File: config.mk
export PLATFORM = sky130hd
export DESIGN_NAME = sensor_phase_detector
export DESIGN_NICKNAME = d
export VERILOG_FILES = /design/src/rtl/sensor_pkg.sv /design/src/rtl/sensor_nco.sv /design/src/rtl/sensor_phase_detector.sv
export SDC_FILE = /design/constraint.sdc
export NUM_CORES = 1
export LEC_CHECK = 0
export BUFFER_PORTS_ARGS = -buffer_cell sky130_fd_sc_hd__clkbuf_2
export CORE_MARGIN = 10
export CORE_UTILIZATION = 49
export CTS_CLUSTER_SIZE = 16
export DETAILED_ROUTE_END_ITERATION = 6
export PLACE_DENSITY = 0.68
export REMOVE_ABC_BUFFERS = 1
export SLEW_MARGIN = 20
export SYNTH_ARGS = -nofsm -noshare
export SYNTH_HDL_FRONTEND = slang
export SYNTH_HIERARCHICAL = 1
export SYNTH_SLANG_ARGS = --single-unit
File: constraint.sdc
create_clock -name CLK -period 7.5 [get_ports CLK]
set_input_delay 0.75 -clock CLK [delete_from_list [all_inputs] [get_ports CLK]]
set_output_delay 0.75 -clock CLK [all_outputs]
set_load 0.05 [all_outputs]
File: src/rtl/sensor_pkg.sv
// Shared width helpers and bit-count function for the sensor phase detector.
// Pure elaboration-time / combinational helpers, no state.
// No flow control involved.
package sensor_pkg;

    // Widest word the generic popcount accepts; callers zero-extend into it.
    localparam int POP_MAX_W = 64;

    // Ceiling log2, usable in constant expressions.
    function automatic int clog2(input int value);
        int r;
        r = 0;
        for (int i = 0; i < 31; i++) begin
            if ((1 << i) < value) r = i + 1;
        end
        return r;
    endfunction

    // Accumulator width: holds ser_width * 2^avg_log2 without overflow.
    function automatic int acc_width(input int ser_width, input int avg_log2);
        return avg_log2 + clog2(ser_width + 1);
    endfunction

    // Number of set bits in a zero-extended vector.
    function automatic int popcount(input logic [POP_MAX_W-1:0] vec);
        int n;
        n = 0;
        for (int i = 0; i < POP_MAX_W; i++) begin
            n += int'(vec[i]);
        end
        return n;
    endfunction

endpackage

File: src/rtl/sensor_nco.sv
// Phase-accumulator NCO producing one SER_WIDTH-bit drive word per clock.
// Latency: 1 cycle from phase/increment to drive word.
// No backpressure; runs every cycle while enabled, outputs zero when stopped.
module sensor_nco
    import sensor_pkg::*;
#(
    parameter int SER_WIDTH  = 8,
    parameter int PHASE_BITS = 32
) (
    input  logic                  clk,
    input  logic                  rst,
    input  logic                  enable,
    input  logic                  freq_load,
    input  logic [PHASE_BITS-1:0] freq_inc,
    input  logic                  boundary,
    output logic [SER_WIDTH-1:0]  drive
);

    localparam logic [PHASE_BITS-1:0] WORD_STEPS = PHASE_BITS'(SER_WIDTH);

    logic [PHASE_BITS-1:0] phase;
    logic [PHASE_BITS-1:0] active_inc;
    logic [PHASE_BITS-1:0] pending_inc;
    logic [PHASE_BITS-1:0] tap;
    logic [SER_WIDTH-1:0]  drive_next;

    // Each serial bit k samples the phase MSB k increments into the word.
    always_comb begin
        drive_next = '0;
        tap        = '0;
        for (int k = 0; k < SER_WIDTH; k++) begin
            tap           = phase + PHASE_BITS'(k) * active_inc;
            drive_next[k] = tap[PHASE_BITS-1];
        end
    end

    // Shadow register: holds the most recently loaded increment.
    always_ff @(posedge clk or posedge rst) begin
        if (rst) pending_inc <= '0;
        else if (freq_load) pending_inc <= freq_inc;
    end

    // Increment only changes between windows or while stopped; a load in the
    // same cycle bypasses the shadow so it governs the very next window.
    always_ff @(posedge clk or posedge rst) begin
        if (rst) active_inc <= '0;
        else if (!enable || boundary) active_inc <= freq_load ? freq_inc : pending_inc;
    end

    // Phase advances one word per cycle when running; drive forced low when stopped.
    always_ff @(posedge clk or posedge rst) begin
        if (rst) begin
            phase <= '0;
            drive <= '0;
        end else if (enable) begin
            phase <= phase + WORD_STEPS * active_inc;
            drive <= drive_next;
        end else begin
            drive <= '0;
        end
    end

endmodule

File: src/rtl/sensor_phase_detector.sv
// Drive NCO plus per-channel sense^ref mismatch counter integrated over 2^AVG_LOG2 words.
// Latency: last window word at cycle t -> RESULT/RESULT_VALID at cycle t+3; drive 1 cycle.
// No backpressure; one word per channel per cycle, partial windows dropped on ENABLE=0.
module sensor_phase_detector
    import sensor_pkg::*;
#(
    parameter  int SER_WIDTH  = 8,
    parameter  int CHANNELS   = 2,
    parameter  int PHASE_BITS = 32,
    parameter  int AVG_LOG2   = 4,
    localparam int ACC_W      = acc_width(SER_WIDTH, AVG_LOG2)
) (
    input  logic                          CLK,
    input  logic                          RESET,
    input  logic                          ENABLE,
    input  logic [PHASE_BITS-1:0]         FREQ_INC,
    input  logic                          FREQ_LOAD,
    output logic [SER_WIDTH-1:0]          DRIVE_OUT,
    input  logic [SER_WIDTH-1:0]          REF_IN,
    input  logic [CHANNELS*SER_WIDTH-1:0] SENSE_IN,
    output logic [CHANNELS*ACC_W-1:0]     RESULT,
    output logic                          RESULT_VALID
);

    localparam int CNT_W = clog2(SER_WIDTH + 1);

    logic                v1;
    logic                v2;
    logic [AVG_LOG2-1:0] win_cnt;
    logic                boundary;

    // The word at S3 that wraps the window counter closes the window.
    assign boundary = v2 && (win_cnt == '1);

    sensor_nco #(
        .SER_WIDTH (SER_WIDTH),
        .PHASE_BITS(PHASE_BITS)
    ) u_nco (
        .clk      (CLK),
        .rst      (RESET),
        .enable   (ENABLE),
        .freq_load(FREQ_LOAD),
        .freq_inc (FREQ_INC),
        .boundary (boundary),
        .drive    (DRIVE_OUT)
    );

    // Valid bit follows the data through S1 and S2.
    always_ff @(posedge CLK or posedge RESET) begin
        if (RESET) begin
            v1 <= 1'b0;
            v2 <= 1'b0;
        end else begin
            v1 <= ENABLE;
            v2 <= v1;
        end
    end

    // Window position; an invalid word at S3 restarts the window.
    always_ff @(posedge CLK or posedge RESET) begin
        if (RESET) win_cnt <= '0;
        else if (!v2) win_cnt <= '0;
        else win_cnt <= win_cnt + AVG_LOG2'(1);
    end

    // Single-cycle strobe on each completed window.
    always_ff @(posedge CLK or posedge RESET) begin
        if (RESET) RESULT_VALID <= 1'b0;
        else RESULT_VALID <= boundary;
    end

    for (genvar c = 0; c < CHANNELS; c++) begin : g_chan
        logic [SER_WIDTH-1:0] x_q;
        logic [CNT_W-1:0]     cnt_q;
        logic [ACC_W-1:0]     acc_q;
        logic [ACC_W-1:0]     result_q;

        // S1: bits where this sense stream disagrees with ref.
        always_ff @(posedge CLK or posedge RESET) begin
            if (RESET) x_q <= '0;
            else x_q <= SENSE_IN[c*SER_WIDTH +: SER_WIDTH] ^ REF_IN;
        end

        // S2: mismatch count for the word.
        always_ff @(posedge CLK or posedge RESET) begin
            if (RESET) cnt_q <= '0;
            else cnt_q <= CNT_W'(popcount(POP_MAX_W'(x_q)));
        end

        // S3: integrate; publish and clear at window end, discard on dropout.
        always_ff @(posedge CLK or posedge RESET) begin
            if (RESET) begin
                acc_q    <= '0;
                result_q <= '0;
            end else if (!v2) begin
                acc_q <= '0;
            end else if (boundary) begin
                result_q <= acc_q + ACC_W'(cnt_q);
                acc_q    <= '0;
            end else begin
                acc_q <= acc_q + ACC_W'(cnt_q);
            end
        end

        assign RESULT[c*ACC_W +: ACC_W] = result_q;
    end

endmodule

### Yosys cells after proc, flatten, opt, wreduce, memory -nomap -nowiden

Index checks and enable logic that the tools add are counted.

| cells by class | value |
|---|---|
| $add $sub $neg | 25 |
| $mul | 4 |
| divide/modulo/power cells | 0 |
| order comparisons | 0 |
| equality and inequality tests | 1 |
| shifts and indexed selects | 0 |
| multiplexer cells | 7 |
| bitwise operators | 2 |
| reductions and logical operators | 4 |

Operators by type and width:

| cell | number |
|---|---|
| 32-bit adder | 8 |
| 3-bit by 32-bit multiplier with 32-bit output (first input constant) | 2 |
| 8-bit two-way mux | 5 |
| 4-bit by 1-bit adder with 4-bit output | 8 |
| 2-bit by 32-bit multiplier with 31-bit output (first input constant) | 1 |
| 2-bit by 32-bit multiplier with 32-bit output (first input constant) | 1 |
| 32-bit two-way mux | 1 |
| 8-bit by 4-bit adder with 8-bit output | 2 |
| 8-bit XOR | 2 |
| 3-bit by 1-bit adder with 4-bit output | 2 |
| 2-bit by 1-bit adder with 3-bit output | 2 |
| 1-bit by 1-bit adder with 2-bit output | 2 |
| 4-bit by 1-bit adder with 4-bit output (second input constant) | 1 |
| 4-bit equality test (second input constant) | 1 |
| 4-bit two-way mux | 1 |
| 2-bit AND reduction | 1 |
| 1-bit logical AND | 1 |
| 1-bit zero test | 1 |
| 1-bit logical OR | 1 |

| word-level totals | value |
|---|---|
| flip-flop bits (word level) | 167 |
| latch bits | 0 |
| bits in writable memories | 0 |
| bits in read-only memories | 0 |
| logic and storage cells | 59 |
| memories kept | 0 |

### Depth between registers and ports, before layout

Gate-level depths: netlist of the first run.

| depth | value |
|---|---|
| depth after elaboration | 7 |
| mapped depth | 20 |
| depth with buffers taken out | 20 |

### Cells and area by module

The synthesis of the first run kept the hierarchy.

By module, submodules not included:

| module | times used | cells an instance | area each (sq um) | sequential area each (sq um) |
|---|---|---|---|---|
| sensor_nco | 1 | 1427 | 14037.2 | 2527.4 |
| sensor_phase_detector | 1 | 270 | 3002.9 | 1576.5 |

### Least setup slack after synthesis of the first run

No wires, ideal clock.

| path | value |
|---|---|
| path type | reg-to-reg |
| start | reg u_nco.active_inc[1] |
| end | reg u_nco.drive[6] |
| arrival time | 4.086 ns |
| data required time | 7.421 ns |
| setup slack | 3.336 ns |
| cell stages (with the launch flop) | 21 |
| cell sequence | dfrtp_1 -> ha_1 -> inv_1 -> fa_1 -> nor2b_1 -> o21ai_0 -> a21o_1 -> a211oi_1 -> o21a_1 -> o211a_1 -> o41ai_1 -> xnor2_1 -> ha_1 -> a21o_1 -> a21o_1 -> a21oi_1 -> o21a_1 -> nand4_1 -> a21o_1 -> a211o_1 -> a21oi_1 |

| on the way | value |
|---|---|
| longest elaborated chain between the ends | 3 |

Ends and longest elaborated chain:

| what | line | text |
|---|---|---|
| from (decl) | sensor_nco.sv:22 | `logic [PHASE_BITS-1:0] active_inc;` |
| from (signal assigned) | sensor_nco.sv:47 | `else if (!enable \|\| boundary) active_inc <= freq_load ? freq_inc : pending_inc;` |
| 2-bit by 32-bit multiplier with 31-bit output | sensor_nco.sv:32 | `tap = phase + PHASE_BITS'(k) * active_inc;` |
| 32-bit adder | sensor_nco.sv:32 |  |
| 8-bit two-way mux | sensor_nco.sv:55 | `end else if (enable) begin` |
| to (signal assigned) | sensor_nco.sv:57 | `drive <= drive_next;` |
| to (decl) | sensor_nco.sv:16 | `output logic [SER_WIDTH-1:0] drive` |

No other way between the ends.
A chain may end at the register's enable or synchronous reset.

### Worst setup path after layout of the first run

Same ends and word-level chain as after synthesis.

==> out/metrics.cfg, run 1 <==
[sta]
worst_slew_pin_slew_ps=931
finalHoldViolations=0
finalWorstSetupSlack_ps=2680
max_slew_margin_pct=37.1
setup_viol_count_final=0
tns_ps=0
finalClockSkew_ps=18.0
max_freq_mhz=207
slew_viol_final=0
whs_ps=363
min_period_ps=4820
timing.final.crit_share_pct=64.3
rsz0062_at_grt=no

[route]
wl_per_cell_um=17.7
ant_nets=0
drt_iter0_markers=755
routed-wl-met2_mm=19.1
drc=0
dr_total_vias=12639
routed_wl_mm=39.6
route.met3.wl_mm=1.53
dr.pass1.iters=5
met1Wirelength_mm=18.0
top_layer_used=met4
vias_per_cell=5.63

[place]
portBuffers=84
place_area_um2=18000
place_ws_ps=2750
dp_hpwl_mm=31.2
place_congestion=0.873

[critical_path]
critPathCaptureType=flop
critical_path_class=flop to flop
cp_data_arrival_time_ps=5180
startpoint_type=flop
critical_path.max_fanout=9
startpoint=u_nco/active_inc[1]
r2r_cells=20
required_ps=7860
r2r-start=u_nco/active_inc[1]

[floorplan]
die_h_um=206
die_w_um=206
num_rows=68
ios=85
core-area_um2=34500
die_area_um2=42600
initial_utilization_pct=49.5

[final_layout]
area_growth_pct=8.98
drive_gt1_share_pct=12.4
mostFrequentLayoutCell=ha_1
antenna_cells=0
fillers=3106
final_cell_mix=ha_1, inv_1, dfrtp_1, fa_1, a21o_1
fin_nets=2252
postLayoutCellArea_um2=18600

[synth]
avgSynthCellArea_um2=10.0
synth_flop_cell=dfrtp_1
synth_top_area_share_pct=24.1
synth_area_um2=17000
syn_inst=1697
ys_seq_area_share_pct=24.1
ys_top_cells_by_area=dfrtp_1, ha_1, fa_1, mux2_2, a21o_1
yosys_warnings=6
async_reset_ff_share_pct=100
synth_seq_cells=164
yosys.area.top_type=dfrtp_1
yosysUniqueCellTypes=76
synth-edff-count=0

[power]
ir_drop_v=0.000307
p_per_area_nw_per_um2=394
p_leak_nw=9.45

[run_status]
status=complete, no violations

[global_route]
grt_max_degree=64
grt_pass1_vias=12818
grt_use_total_pct=19.3
grt-ovfl-total=0
grt_first_pass_wirelength_mm=66.0
antenna_found_initial=0

[clock_tree]
clk_pin_slew_ps=70
ctsResizeCount=0
htree_levels=4
cts-hold-fix-buffers=0
cts_tree=yes
cts_root_buf=clkbuf_16
cts.sink_count=164
clockBufferDepth=2
post_cts_buffers=0
numCtsBuffers=17
clk_latency_ps=450

[hold_path]
hold_depth=0
min_path_type=flop to flop
min_from=v1

[run]
max_cap_violations=0

[cells by family after synthesis]
group	after synthesis	synth area share, %
compound gates	412	16.5
xor+xnor	75	3.85
fa+ha+maj	416	36.0
buf+inv	232	5.20
flops	164	24.1
mux	78	5.10
simple gates	320	9.30
[power breakdown]
part | internal [mW] | leakage [nW] | switching, mW | total [mW]
logic | 2.21 | 7.14 | 2.62 | 4.83
clock network | 0.523 | 0.292 | 0.387 | 0.910
registers | 1.07 | 2.01 | 0.500 | 1.57
[path summary, 6_finish.rpt]
| check | to | slack (ps) |
|---|---|---|
| setup reg to reg | u_nco/drive[6] | 2680 |
| hold / removal | v2 | 360 |
| hold reg to reg | v2 | 360 |
| setup / recovery | u_nco/drive[6] | 2680 |
| min in group asynchronous | u_nco/pending_inc[29] | 370 |
| max in group asynchronous | u_nco/pending_inc[10] | 5920 |
[synth_stat cells (3+ instances only)]
cell and count:
nor3_1 25, nand3b_1 4, nand2b_1 10, or3_1 3
o2111ai_1 5, a21oi_1 99, and2_1 7, and3_1 9
nor2_1 69, buf_1 6, mux2_2 70, o21ai_0 63
a21o_1 100, o211a_1 4, fa_1 124, a211oi_1 16
or2_2 4, o21a_1 23, o311ai_0 4, buf_2 3
a31o_2 7, a41o_1 3, clkbuf_2 3, xor2_1 35
a31oi_1 7, nand3_1 32, o21bai_1 9, nor2b_1 15
dfrtp_1 164, and4_1 4, o211ai_1 15, o221ai_1 4
inv_1 197, clkbuf_1 21, nand4_1 39, nand2_1 87
o22ai_1 3, a211o_1 7, xnor2_1 40, mux2i_1 8
o31ai_1 11, ha_1 292, o31a_1 5
[flip-flops by register name, summed over array words and instances, names as in the netlist]
signal,count
g_chan.cnt_q,8
u_nco/pending_inc,32
u_nco/drive,8
v1,1
g_chan.x_q,16
win_cnt,4
g_chan.acc_q,16
u_nco/active_inc,32
RESULT_VALID,1
g_chan.result_q,16
v2,1
u_nco/phase,29
[cell type report]
class                           instances  area, µm²  share of cell area, %
Clock buffer                           20        467                   2.51
Multi-Input combinational cell       1301      12100                   64.9
Tap cell                              455        569                   3.07
Sequential cell                       164       4100                   22.1
Timing Repair Buffer                   94        495                   2.67
Clock inverter                         11        139                  0.748
Inverter                              198        746                   4.02
[metal layers]
layer | track usage, % | vias to the layer above
li1 | - | 6205
met1 | 25.1 | 6130
met2 | 32.6 | 245
met3 | 2.77 | 59
met4 | 5.68 | 0
met5 | 0 | -
[through the flow]
stage / cells / utilization [%] / total power [mW]
2_1_floorplan: 1663 / - / 5.12
3_3_place_gp: 2212 / 52.1 / 6.19
3_5_place_dp: 2212 / 52.1 / 6.37
4_1_cts: 2243 / 53.9 / 7.34
5_1_grt: 2243 / 53.9 / 8.17
6_report: 2243 / 53.9 / 7.31
[worst max-delay path, stage by stage (launching register included)]
cell and delay (ps):
dfrtp_1 550, ha_1 310, inv_1 80, fa_1 400
nor2b_1 120, o21ai_0 110, a21o_1 230, a211oi_1 470
o21a_1 270, o211a_1 260, o41ai_1 100, xnor2_1 130
ha_1 300, a21o_1 180, a21o_1 170, a21oi_1 140
o21a_1 150, nand4_1 120, a21o_1 210, a211o_1 290
a21oi_1 140
Note: power is estimated with default switching activity, not from simulation.
==> inputs of run 2 (changes only) <==
Clock period 7.5 ns to 4.86 ns, I/O delays scaled along.
==> run 2 against run 1 <==
  * Flip-flop and latch count stayed put
  * Critical path type unchanged
  * Worst setup slack worse by 2300 ps
  * Core utilization is 0.55 points higher
  * Critical path depth is 1 higher
  * Routed wire length is 3.8% higher
  * Global-route usage is 0.74 points higher
  * Clock skew is 7.3 ps lower
  * Sequential share of layout area is 0.21 points lower
  * Clock power is 54% higher
  * Largest cell class unchanged
  * Fmax is 8.3% higher
  * Combinational power is 59% higher
==> out/metrics.cfg, run 2 (same netlist as run 1, synthesis figures left out) <==
[place]
place_congestion=0.875  ; +0.29%
portBuffers=84  ; unchanged
place_ws_ps=364  ; -2380 ps
place_area_um2=18200  ; +1.0%
dp_hpwl_mm=32.7  ; +4.9%

[floorplan]
die_w_um=206  ; unchanged
core-area_um2=34500  ; unchanged
die_h_um=206  ; unchanged
initial_utilization_pct=49.5  ; unchanged
ios=85  ; unchanged
num_rows=68  ; unchanged
die_area_um2=42600  ; unchanged

[final_layout]
fin_nets=2277  ; +1.1%
seq_area_um2=4110  ; about the same
final_cell_mix=ha_1, inv_1, dfrtp_1, fa_1, a21o_1
postLayoutCellArea_um2=18800  ; +1.0%
top_regs=u_nco/active_inc: 32 flops, u_nco/pending_inc: 32 flops, u_nco/phase: 29 flops
drive_gt1_share_pct=13.8  ; +1.4 points
fin_util_pct=54.4  ; +0.55 points
multiInputGateArea_um2=12100  ; about the same
area_growth_pct=10.1
mostFrequentLayoutCell=ha_1
fillers=3090  ; -0.52%

[sta]
finalClockSkew_ps=10.7  ; -7.25 ps
min_period_ps=4450  ; -369 ps
slew_viol_final=0  ; unchanged
finalHoldViolations=0  ; unchanged
worst_slew_pin_slew_ps=926  ; -5.32 ps
setup_viol_count_final=0  ; unchanged
timing.final.crit_share_pct=91.6  ; +27 points
rsz0062_at_grt=no
finalWorstSetupSlack_ps=406  ; -2270 ps
tns_ps=0  ; unchanged
max_freq_mhz=225  ; +8.3%
max_slew_margin_pct=36.7  ; -0.45 points

[hold_path]
min_from=SENSE_IN[5]
hold_depth=2  ; +2
hold_end=g_chan[0].x_q[5]
min_path_type=input pin to flop

[global_route]
grt_pass1_vias=13466  ; +5.1%
grt_first_pass_wirelength_mm=68.5  ; +3.7%
grt_max_degree=71  ; +11%
antenna_found_initial=1  ; +1
grt_use_total_pct=20.0  ; +0.74 points
grt-ovfl-total=0  ; unchanged

[route]
vias_per_cell=5.68  ; +0.79%
ant_nets=0  ; unchanged
drt_iter0_markers=722  ; -4.4%
routed_wl_mm=41.1  ; +3.8%
dr_total_vias=12892  ; +2.0%
wl_per_cell_um=18.1  ; +2.6%
dr.pass1.iters=7  ; +2
drc=0  ; unchanged

[critical_path]
crit_cells=21  ; +5.0%
r2r-start=u_nco/active_inc[0]
cp_common_cell=a21o_1
slowest_stage=dfrtp_2
worstPathCellList=ha_2 > inv_1 > fa_1 > nor2b_1 > o21ai_0 > a21o_1 > a211oi_1 > buf_4 > o21a_1 > o211a_1 > o41ai_1 > xnor2_1 > ha_1 > a21o_1 > a21o_1 > a21oi_1 > o21a_1 > nand4_1 > a21o_1 > a211o_1 > a21oi_1
slowest_delay_ps=410  ; -140 ps
critical_path.max_fanout=5  ; -4
startpoint_type=flop
critPathCaptureType=flop
required_ps=5230  ; -2630 ps
r2r_setup_slack_ps=410  ; -2270 ps
r2r_end=u_nco/drive[6]
critical_path_class=flop to flop
cp_data_arrival_time_ps=4820  ; -360 ps
cp_top_family=compound AO/OA/AOI/OAI gates
worst-path-buf-inv=2  ; +1
r2r_cells=21  ; +5.0%

[clock_tree]
clockBufferDepth=2  ; unchanged
cts_tree=yes
clk_latency_ps=440  ; about the same
cts_root_buf=clkbuf_16
clk_pin_slew_ps=70  ; about the same
cts.sink_count=164  ; unchanged
numCtsBuffers=17  ; unchanged
htree_levels=4  ; unchanged
post_cts_buffers=0  ; unchanged

[run]
max_cap_violations=0  ; unchanged

[power]
p_leak_nw=9.56  ; +1.2%
ir_drop_v=0.000350  ; +14%
p_per_area_nw_per_um2=605  ; +54%

[run_status]
status=complete, no violations

==> run 2: routing by layer <==
metal  track usage, %  vias to the layer above  share of wire (%)
met5                0                        -                  0
met4             6.75                        0                3.1
met3             3.03                       63                4.2
met2             35.1                      263                 49
met1             24.6                     6309                 43
li1                 -                     6257                  -
==> run 2: how the worst max path moves through the flow <==
stage | start | endpoint | slack (ps)
after floorplan | u_nco/active_inc[1] | u_nco/drive[6] | 690
after global placement | u_nco/active_inc[0] | u_nco/drive[6] | 420
after detailed placement | u_nco/active_inc[0] | u_nco/drive[6] | 360
after CTS | u_nco/active_inc[0] | u_nco/drive[6] | 350
after global routing | u_nco/active_inc[0] | u_nco/drive[6] | 30
final | u_nco/active_inc[0] | u_nco/drive[6] | 410
==> run 2: power by group <==
part           total, mW  leakage [nW]  internal [mW]  switching, mW
clock network       1.40         0.290          0.745          0.651
logic               7.67          7.26           3.45           4.22
registers           2.28          2.01           1.66          0.621
total               11.3          9.56           5.85           5.49
==> run 2: metrics by stage <==
stage | hold slack [ps] | total power [mW] | std cells
floorplan | 331 | 7.90 | 1663
detailed placement | 338 | 9.87 | 2237
global route | 203 | 12.7 | 2269
CTS | 200 | 11.4 | 2269
finish | 215 | 11.3 | 2270
global placement | 334 | 9.56 | 2237
==> run 2: worst register-to-register path, delay by kind of cell, from the launching register on <==
family | cells | cell delay (ps)
xor gates and xnor gates | 1 | 140
DFF | 1 | 410
and+or+nand+nor | 2 | 260
AOI/OAI and AO/OA | 13 | 2430
adders and majority gates | 3 | 930
buffers and inverters | 2 | 220
==> run 2: final cells by class <==
cell class                      instances  area share [%]
Tap cell                              455            3.03
Antenna cell                            1          0.0133
Timing Repair Buffer                  119            3.64
Clock buffer                           18            2.34
Clock inverter                         14           0.854
Inverter                              198            3.98
Sequential cell                       164            21.9
Multi-Input combinational cell       1301            64.3
==> run 2: repair_timing <==
action                                  4_1_cts  5_1_grt
endpoints found under the setup margin        0        1
hold buffers                                  0        0
resized for setup                             0        3
